$ cat src/rtl/uart_rx_frame_ctrl.sv
// uart_rx_frame_ctrl: sequences uart_rx and assembles its bytes into command frames
// of the form SYNC, ID, LEN, payload[LEN], CHK, where CHK is the XOR of ID, LEN and
// the payload. A good frame is held on a valid/ready interface while the receiver
// is disabled. Malformed, interrupted or stalled frames raise a one-cycle frame_err
// and record an error code.
module uart_rx_frame_ctrl #(
   parameter int                         NUM_DATA_BITS  = 8,
   parameter int                         MAX_LEN        = 16,
   parameter logic [NUM_DATA_BITS-1:0]   SYNC_BYTE      = NUM_DATA_BITS'(8'hA5),
   parameter int                         TIMEOUT_CYCLES = 4096
) (
   input  logic                               clk,
   input  logic                               reset,
   output logic                               rx_enable,
   input  logic [NUM_DATA_BITS-1:0]           rx_data,
   input  logic                               rx_done,
   input  logic                               rx_error,
   output logic                               cmd_valid,
   input  logic                               cmd_ready,
   output logic [NUM_DATA_BITS-1:0]           cmd_id,
   output logic [$clog2(MAX_LEN+1)-1:0]       cmd_len,
   input  logic [$clog2(MAX_LEN)-1:0]         cmd_rd_idx,
   output logic [NUM_DATA_BITS-1:0]           cmd_rd_data,
   output logic                               frame_err,
   output logic [2:0]                         err_code,
   output logic [15:0]                        frame_cnt,
   output logic [15:0]                        err_cnt
);

   localparam int LEN_W = $clog2(MAX_LEN+1);
   localparam int IDX_W = $clog2(MAX_LEN);
   localparam int TMO_W = $clog2(TIMEOUT_CYCLES);

   localparam logic [TMO_W-1:0]         TMO_LAST  = TMO_W'(TIMEOUT_CYCLES-1);
   localparam logic [NUM_DATA_BITS-1:0] MAX_LEN_B = NUM_DATA_BITS'(MAX_LEN);

   localparam logic [2:0] ERR_NONE = 3'd0;
   localparam logic [2:0] ERR_LINE = 3'd1;
   localparam logic [2:0] ERR_LEN  = 3'd2;
   localparam logic [2:0] ERR_CHK  = 3'd3;
   localparam logic [2:0] ERR_TMO  = 3'd4;

   typedef enum logic [2:0] {
      S_HUNT    = 3'd0,
      S_ID      = 3'd1,
      S_LEN     = 3'd2,
      S_PAYLOAD = 3'd3,
      S_CHK     = 3'd4,
      S_HOLD    = 3'd5
   } state_t;

   // Running frame checksum: fold one more byte into the XOR accumulator.
   function automatic logic [NUM_DATA_BITS-1:0] xor_fold(
      input logic [NUM_DATA_BITS-1:0] acc,
      input logic [NUM_DATA_BITS-1:0] data_byte
   );
      return acc ^ data_byte;
   endfunction

   state_t                     state_q,     state_d;
   logic [NUM_DATA_BITS-1:0]   cmd_id_q,    cmd_id_d;
   logic [LEN_W-1:0]           cmd_len_q,   cmd_len_d;
   logic [LEN_W-1:0]           idx_q,       idx_d;
   logic [NUM_DATA_BITS-1:0]   xor_q,       xor_d;
   logic [TMO_W-1:0]           tmo_q,       tmo_d;
   logic [15:0]                frame_cnt_q, frame_cnt_d;
   logic [15:0]                err_cnt_q,   err_cnt_d;
   logic [2:0]                 err_code_q,  err_code_d;
   logic                       frame_err_q, frame_err_d;
   logic                       rx_enable_q, rx_enable_d;
   logic                       cmd_valid_q, cmd_valid_d;

   logic                       err_hit_s;
   logic [2:0]                 err_kind_s;
   logic                       buf_we_s;
   logic [IDX_W-1:0]           buf_waddr_s;
   logic [NUM_DATA_BITS-1:0]   buf_wdata_s;

   logic [NUM_DATA_BITS-1:0]   buf_q [MAX_LEN];

   // Frame sequencing: next state, field capture, checksum, inter-byte timeout and error detection.
   always_comb begin
      state_d     = state_q;
      cmd_id_d    = cmd_id_q;
      cmd_len_d   = cmd_len_q;
      idx_d       = idx_q;
      xor_d       = xor_q;
      tmo_d       = tmo_q;
      frame_cnt_d = frame_cnt_q;
      err_hit_s   = 1'b0;
      err_kind_s  = ERR_NONE;
      buf_we_s    = 1'b0;
      buf_waddr_s = idx_q[IDX_W-1:0];
      buf_wdata_s = rx_data;

      case (state_q)
         S_HUNT: begin
            tmo_d = {TMO_W{1'b0}};
            if (rx_error) begin
               err_hit_s  = 1'b1;
               err_kind_s = ERR_LINE;
            end else if (rx_done && (rx_data == SYNC_BYTE)) begin
               state_d = S_ID;
               xor_d   = {NUM_DATA_BITS{1'b0}};
            end else begin
               state_d = S_HUNT;
            end
         end

         S_ID, S_LEN, S_PAYLOAD, S_CHK: begin
            // A line error beats a byte; a byte beats the timeout.
            if (rx_error) begin
               err_hit_s  = 1'b1;
               err_kind_s = ERR_LINE;
               state_d    = S_HUNT;
               tmo_d      = {TMO_W{1'b0}};
            end else if (rx_done) begin
               tmo_d = {TMO_W{1'b0}};
               case (state_q)
                  S_ID: begin
                     cmd_id_d = rx_data;
                     xor_d    = rx_data;
                     state_d  = S_LEN;
                  end
                  S_LEN: begin
                     if (rx_data > MAX_LEN_B) begin
                        err_hit_s  = 1'b1;
                        err_kind_s = ERR_LEN;
                        state_d    = S_HUNT;
                     end else begin
                        cmd_len_d = rx_data[LEN_W-1:0];
                        xor_d     = xor_fold(xor_q, rx_data);
                        idx_d     = {LEN_W{1'b0}};
                        if (rx_data == {NUM_DATA_BITS{1'b0}}) begin
                           state_d = S_CHK;
                        end else begin
                           state_d = S_PAYLOAD;
                        end
                     end
                  end
                  S_PAYLOAD: begin
                     buf_we_s = 1'b1;
                     xor_d    = xor_fold(xor_q, rx_data);
                     idx_d    = idx_q + LEN_W'(1);
                     if ((idx_q + LEN_W'(1)) == cmd_len_q) begin
                        state_d = S_CHK;
                     end else begin
                        state_d = S_PAYLOAD;
                     end
                  end
                  S_CHK: begin
                     if (rx_data == xor_q) begin
                        state_d     = S_HOLD;
                        frame_cnt_d = frame_cnt_q + 16'd1;
                     end else begin
                        err_hit_s  = 1'b1;
                        err_kind_s = ERR_CHK;
                        state_d    = S_HUNT;
                     end
                  end
                  default: begin
                     state_d = S_HUNT;
                  end
               endcase
            end else if (tmo_q == TMO_LAST) begin
               err_hit_s  = 1'b1;
               err_kind_s = ERR_TMO;
               state_d    = S_HUNT;
               tmo_d      = {TMO_W{1'b0}};
            end else begin
               tmo_d = tmo_q + TMO_W'(1);
            end
         end

         S_HOLD: begin
            // Receiver is off here, so bytes and line errors are not seen.
            tmo_d = {TMO_W{1'b0}};
            if (cmd_valid_q && cmd_ready) begin
               state_d = S_HUNT;
            end else begin
               state_d = S_HOLD;
            end
         end

         default: begin
            state_d = S_HUNT;
            tmo_d   = {TMO_W{1'b0}};
         end
      endcase
   end

   // Registered-output targets: enable/valid follow the next state, error bookkeeping follows err_hit_s.
   always_comb begin
      rx_enable_d = (state_d != S_HOLD);
      cmd_valid_d = (state_d == S_HOLD);
      frame_err_d = err_hit_s;
      if (err_hit_s) begin
         err_code_d = err_kind_s;
         if (err_cnt_q == 16'hFFFF) begin
            err_cnt_d = err_cnt_q;
         end else begin
            err_cnt_d = err_cnt_q + 16'd1;
         end
      end else begin
         err_code_d = err_code_q;
         err_cnt_d  = err_cnt_q;
      end
   end

   // Control and status registers with synchronous reset.
   always_ff @(posedge clk) begin
      if (reset) begin
         state_q     <= S_HUNT;
         cmd_id_q    <= {NUM_DATA_BITS{1'b0}};
         cmd_len_q   <= {LEN_W{1'b0}};
         idx_q       <= {LEN_W{1'b0}};
         xor_q       <= {NUM_DATA_BITS{1'b0}};
         tmo_q       <= {TMO_W{1'b0}};
         frame_cnt_q <= 16'd0;
         err_cnt_q   <= 16'd0;
         err_code_q  <= ERR_NONE;
         frame_err_q <= 1'b0;
         rx_enable_q <= 1'b0;
         cmd_valid_q <= 1'b0;
      end else begin
         state_q     <= state_d;
         cmd_id_q    <= cmd_id_d;
         cmd_len_q   <= cmd_len_d;
         idx_q       <= idx_d;
         xor_q       <= xor_d;
         tmo_q       <= tmo_d;
         frame_cnt_q <= frame_cnt_d;
         err_cnt_q   <= err_cnt_d;
         err_code_q  <= err_code_d;
         frame_err_q <= frame_err_d;
         rx_enable_q <= rx_enable_d;
         cmd_valid_q <= cmd_valid_d;
      end
   end

   // Payload buffer; contents are meaningless until a frame is complete, so it carries no reset.
   always_ff @(posedge clk) begin
      if (buf_we_s) begin
         buf_q[buf_waddr_s] <= buf_wdata_s;
      end
   end

   assign rx_enable   = rx_enable_q;
   assign cmd_valid   = cmd_valid_q;
   assign cmd_id      = cmd_id_q;
   assign cmd_len     = cmd_len_q;
   assign cmd_rd_data = buf_q[cmd_rd_idx];
   assign frame_err   = frame_err_q;
   assign err_code    = err_code_q;
   assign frame_cnt   = frame_cnt_q;
   assign err_cnt     = err_cnt_q;

endmodule
$ cat config.mk
export PLATFORM = sky130hd
export DESIGN_NAME = uart_rx_frame_ctrl
export DESIGN_NICKNAME = d
export VERILOG_FILES = /design/src/rtl/uart_rx_frame_ctrl.sv
export SDC_FILE = /design/constraint.sdc
export NUM_CORES = 1
export LEC_CHECK = 0
export CORE_ASPECT_RATIO = 0.8
export CORE_MARGIN = 2
export CORE_UTILIZATION = 52
export CTS_CLUSTER_SIZE = 16
export DETAILED_ROUTE_END_ITERATION = 12
export GPL_TIMING_DRIVEN = 0
export PLACE_DENSITY = 0.73
export SLEW_MARGIN = 10
export SYNTH_ARGS = -nofsm -noshare
export SYNTH_HDL_FRONTEND = slang
export SYNTH_SLANG_ARGS = --single-unit
$ cat constraint.sdc
create_clock -name clk -period 4.34 [get_ports clk]
set_clock_uncertainty 0.1 [all_clocks]
set_input_delay 0.434 -clock clk [delete_from_list [all_inputs] [get_ports clk]]
set_output_delay 0.434 -clock clk [all_outputs]
set_load 0.05 [all_outputs]
; Word-level counts from Yosys, hierarchy flattened
; Memory sizes are Yosys's and may differ from the RTL's.
; Cells that the tools add are included.
[word_totals]
ff_bits = 79
ramBits = 128
input_bits = 17
word_cells = 99
n_memories = 1
[classes]
addsub = 4
n_lt_le_gt_ge = 1
eq_ne = 19
mux = 43
bitwise = 5
n_reduce_logical = 14
[memory_table]
columns = name, depth, word_bits, rd, rd_ports_with_merged_regs, write_ports, line_no
row1 = buf_q, 16, 8, 1, 0, 1, 79  ; logic [NUM_DATA_BITS-1:0] buf_q [MAX_LEN];
[ops]
columns = operator, n
row1 = $mux 8, 5
row2 = $mux 3, 12
row3 = $add 16x1->16 const B, 2
row4 = $pmux 8 s3, 1
row5 = $eq 16x16->1 const B, 1
row6 = $pmux 8 s2, 1
row7 = $reduce_and 5->1, 3
row8 = $mux 1, 14
row9 = $add 12x1->12 const B, 1
row10 = $eq 12x12->1 const B, 1
row11 = $pmux 3 s4, 1
row12 = $ne 2x2->1 const B, 5
row13 = $pmux 5 s2, 1
row14 = $eq 3x3->1 const B, 3
row15 = $pmux 3 s3, 1
row16 = $eq 8x8->1, 1
row17 = $eq 8x8->1 const B, 1
row18 = $gt 8x5->1 const B, 1
row19 = $logic_not 8->1, 1
row20 = $xor 8x8->8, 1
row21 = $reduce_and 7->1, 1
row22 = $eq 3x2->1 const B, 2
row23 = $ne 3x3->1 const B, 2
row24 = $pmux 3 s2, 1
row25 = other kinds (16), 23

; Logic depth before layout (Yosys ltp)
[logic_depth]
depth_word = 8
depth_mapped = 8

; Least setup slack after synthesis
; Ideal clock, no wire load.
[synth_path]
path_kind = input to output
start = in cmd_rd_idx[0]
end = out cmd_rd_data[0]
arrival_time_ps = 2106
setup_slack_ps = 1700
cell_stages = 4
path_buffers = 2
path_cell_list = clkbuf_1 buf_2 mux4_2 mux4_2
[synth_via]
elab_chain_len = 1
[synth_rtl]
columns = item, line_no
row1 = "start, declared", 22  ; input logic [$clog2(MAX_LEN)-1:0] cmd_rd_idx,
row2 = $mem_v2 16x8, --
row3 = "end, declared", 23  ; output logic [NUM_DATA_BITS-1:0] cmd_rd_data,
; No other way between the ends.

; Final worst setup path
[layout_path]
start = in cmd_rd_idx[1]
end = out cmd_rd_data[7]
; The elaborated chain is that of the path after synthesis.

==> results by group <==
Clocking
  – Postcts setup bufs: 0
  – # clock sinks: 207
  – CTS tree: done
  – PostCTS Resize Cnt: 0
  – Total CTS buffers: 21
  – Clk pin slew, worst setup/hold paths: 70 ps
  – Worst skew pair latency: 510 ps
  – Bufs on Longest Clock Path: 3
  – # H-tree levels: 1
  – Post-CTS Hold Fix Bufs: 0
  – Clk Tree Root Cell: clkbuf_16

Setup path
  – Crit end category: output pin
  – Crit Path Class: input pin to output pin
  – CP cell instances: clkdlybuf4s50_1 -> clkbuf_1 -> mux4_2 -> mux4_2 -> clkdlybuf4s50_1
  – Crit-path max FO: 10
  – Worst reg-to-reg path cell count: 5
  – Worst setup SP type: input pin
  – Worst Path Arrival: 3320 ps
  – CP Buf/Inv Count: 3
  – R2R Path End: buf_q[7][0]
  – Reg2Reg Setup Slack: 1390 ps
  – Critical path's slowest cell: clkdlybuf4s50_1
  – CP required: 3810 ps
  – Reg-to-reg startpoint: state_q[2]
  – Crit-path max cell delay: 730 ps
  – CP delay by family, top: buffers and inverters

Finish
  – Post-layout instance count excluding filler cells: 1026
  – Fin util: 63.3%
  – Final instance area: 11000 um2
  – Fraction of layout cells with a size suffix above 1: 15.2%
  – Post-layout net count: 810
  – P&R area growth vs syn: 19.6%
  – # diodes: 0

Place
  – Cells after DPL: 988
  – Placed Area: 10100 um2
  – DP Worst Slack: 431 ps
  – DP Wirelength: 14400 um
  – Port bufs: 70
  – Gpl congestion: 0.931

Drt
  – Final ANT Viol Nets: 0
  – Via Count: 6188
  – Final wirelength: 21500 um
  – Vias per inst: 6.03
  – First drt pass iteration count: 5
  – Avg WL per Cell: 21.0 um
  – Residual DRC count: 0
  – Initial DRC Count: 519

Global route
  – Largest net degree at the start of global routing: 23
  – GR Util All Layers: 22.9%
  – Initial antenna violation count: 0
  – Vias in the first global route: 5991
  – Gr ovfl total: 0
  – First-pass GRT wire length: 33300 um

Timing
  – Crit path time final: 3850 ps
  – Max-slew headroom: 26.0%
  – Fin crit share: 88.7%
  – Worst Slack Setup Final: 491 ps
  – Max frequency: 260 MHz
  – Slew Limit Fails: 0
  – Final setup fails: 0
  – RSZ-0062 raised after global routing: false
  – Hold Vio Cnt, Final: 0
  – Setup TNS Final: 0 ps
  – Worst slew pin tran: 1110 ps

Logic synthesis
  – Most numerous cell in the Yosys netlist: edfxtp_1
  – Syn nets: 717
  – Largest family of logic cells by synthesized area: simple AND/OR/NAND/NOR gates
  – Synth Area in Simple Gates: 14.3%
  – Area leader, netlist: edfxtp_1
  – Top cell type's share of synthesized area: 41.9%
  – Largest cells by area after synthesis: edfxtp_1, dfxtp_1, mux4_2
  – Synth Warn #: 0
  – Complex-gate fraction of the synthesized area: 6.16%
  – Proportion of synthesized area in mux cells: 12.6%
  – Sequential area share after synthesis: 59.2%
  – Cell Area, Synth: 9170 um2
  – Avg Inst Size Synth: 13.2 um2
  – XOR/XNOR Fraction of Synth Area: 4.18%
  – Post-Synth Adder-Cell Area: 0.955%
  – Number of synthesized flops with an enable pin: 128
  – Top post-synthesis cells by count: edfxtp_1, nor2_1, dfxtp_1
  – Yosys cell types: 69
  – FFs w/ async S/R, synth: 0%
  – Most used DFF post-synth: edfxtp_1
  – Synthesized flop and latch total: 207
  – Syn Inst Count: 693

Floorplan
  – Num rows: 43
  – Die ar.: 18700 um2
  – Initial Utilization: 52.9%
  – Die X: 152 um
  – Core Box Area: 17300 um2
  – Die span in y: 123 um
  – Io pins: 76

Power and ir drop
  – Leakage dissipation: 3.71 nW
  – Pwr/cell area: 399 nW/um2
  – VDD IR max: 308 uV

Hold path
  – Hold endpoint: err_code[2]
  – Hold path depth: 4
  – HP Start: rx_done
  – Worst min-delay path category: input pin to register

Flow run
  – Maxcap violations: 0

Status
  – Status: completed
metal layers:
metal,routed length (um),part of all wire (%),global-route usage (%),vias to the layer above
met3,1560,7.2,4.06,30
met4,302,1.4,4.92,0
met2,10100,47,37.3,288
li1,-,-,-,2787
met1,9580,44,32.7,3083
met5,0,0,0,-
worst max path at each step:
stage | from | end | slack (ps) | depth (start not counted)
6_report | cmd_rd_idx[1] | cmd_rd_data[7] | 490 | 5
5_1_grt | cmd_rd_idx[1] | cmd_rd_data[7] | 450 | 5
2_1_floorplan | cmd_rd_idx[0] | cmd_rd_data[0] | 1700 | 4
3_3_place_gp | cmd_rd_idx[1] | cmd_rd_data[6] | 530 | 5
4_1_cts | cmd_rd_idx[1] | cmd_rd_data[5] | 520 | 5
3_5_place_dp | rx_error | buf_q[0][3] | 430 | 7
metrics by stage:
step           hold WS [ps]  total power, W
2_1_floorplan           326         0.00227
3_3_place_gp            338         0.00235
3_5_place_dp            356         0.00236
4_1_cts                 330         0.00439
5_1_grt                 374         0.00448
6_report                336         0.00437
logic make-up (layout without fill, tap and decap cells):
| kind of cell | after synthesis | in the layout |
|---|---|---|
| AND/OR/NAND/NOR | 246 | 246 |
| flip-flops | 207 | 207 |
| buffers and inverters | 49 | 157 |
| adder cells (fa/ha/maj) | 7 | 7 |
| multiplexers | 63 | 63 |
| AO/OA/AOI/OAI | 79 | 79 |
| XOR/XNOR | 42 | 42 |
worst min-delay path: stages:
cell	delay (ps)
buf_2	190
nor4_1	80
a31oi_1	130
nor2_1	40
power by group:
part | switching, W | total (W) | internal [W] | leakage (nW)
clock network | 0.000749 | 0.00206 | 0.00131 | 0.386
logic | 0.000142 | 0.000226 | 0.0000840 | 1.54
registers | 0.00000220 | 0.00209 | 0.00209 | 1.79
layout make-up:
class	count	area [um2]
fillers	1321	6360
flip-flops and latches	207	5430
multi-input cells	437	3520
repair buffers	70	701
clock buffers	23	533
well taps	225	282
clock inverters	15	259
plain buffers	38	203
inverters	11	41.3
cells in the final DEF (no fill, tap or decap), types with 21 or more instances in the layout:
master / n
dfxtp_1: 79
clkdlybuf4s50_1: 70
clkbuf_1: 21
edfxtp_1: 128
o21ai_0: 26
nor2_1: 80
mux4_2: 40
clkbuf_16: 21
nand2_1: 36
registers in the layout, indices dropped and copies added, names as in the netlist:
signal	cells
buf_q	128
cmd_id	8
cmd_len	5
cmd_valid	1
err_cnt	16
err_code	3
frame_cnt	16
frame_err	1
idx_q	5
rx_enable	1
state_q	3
tmo_q	12
xor_q	8
(Power assumes the default switching activity.)
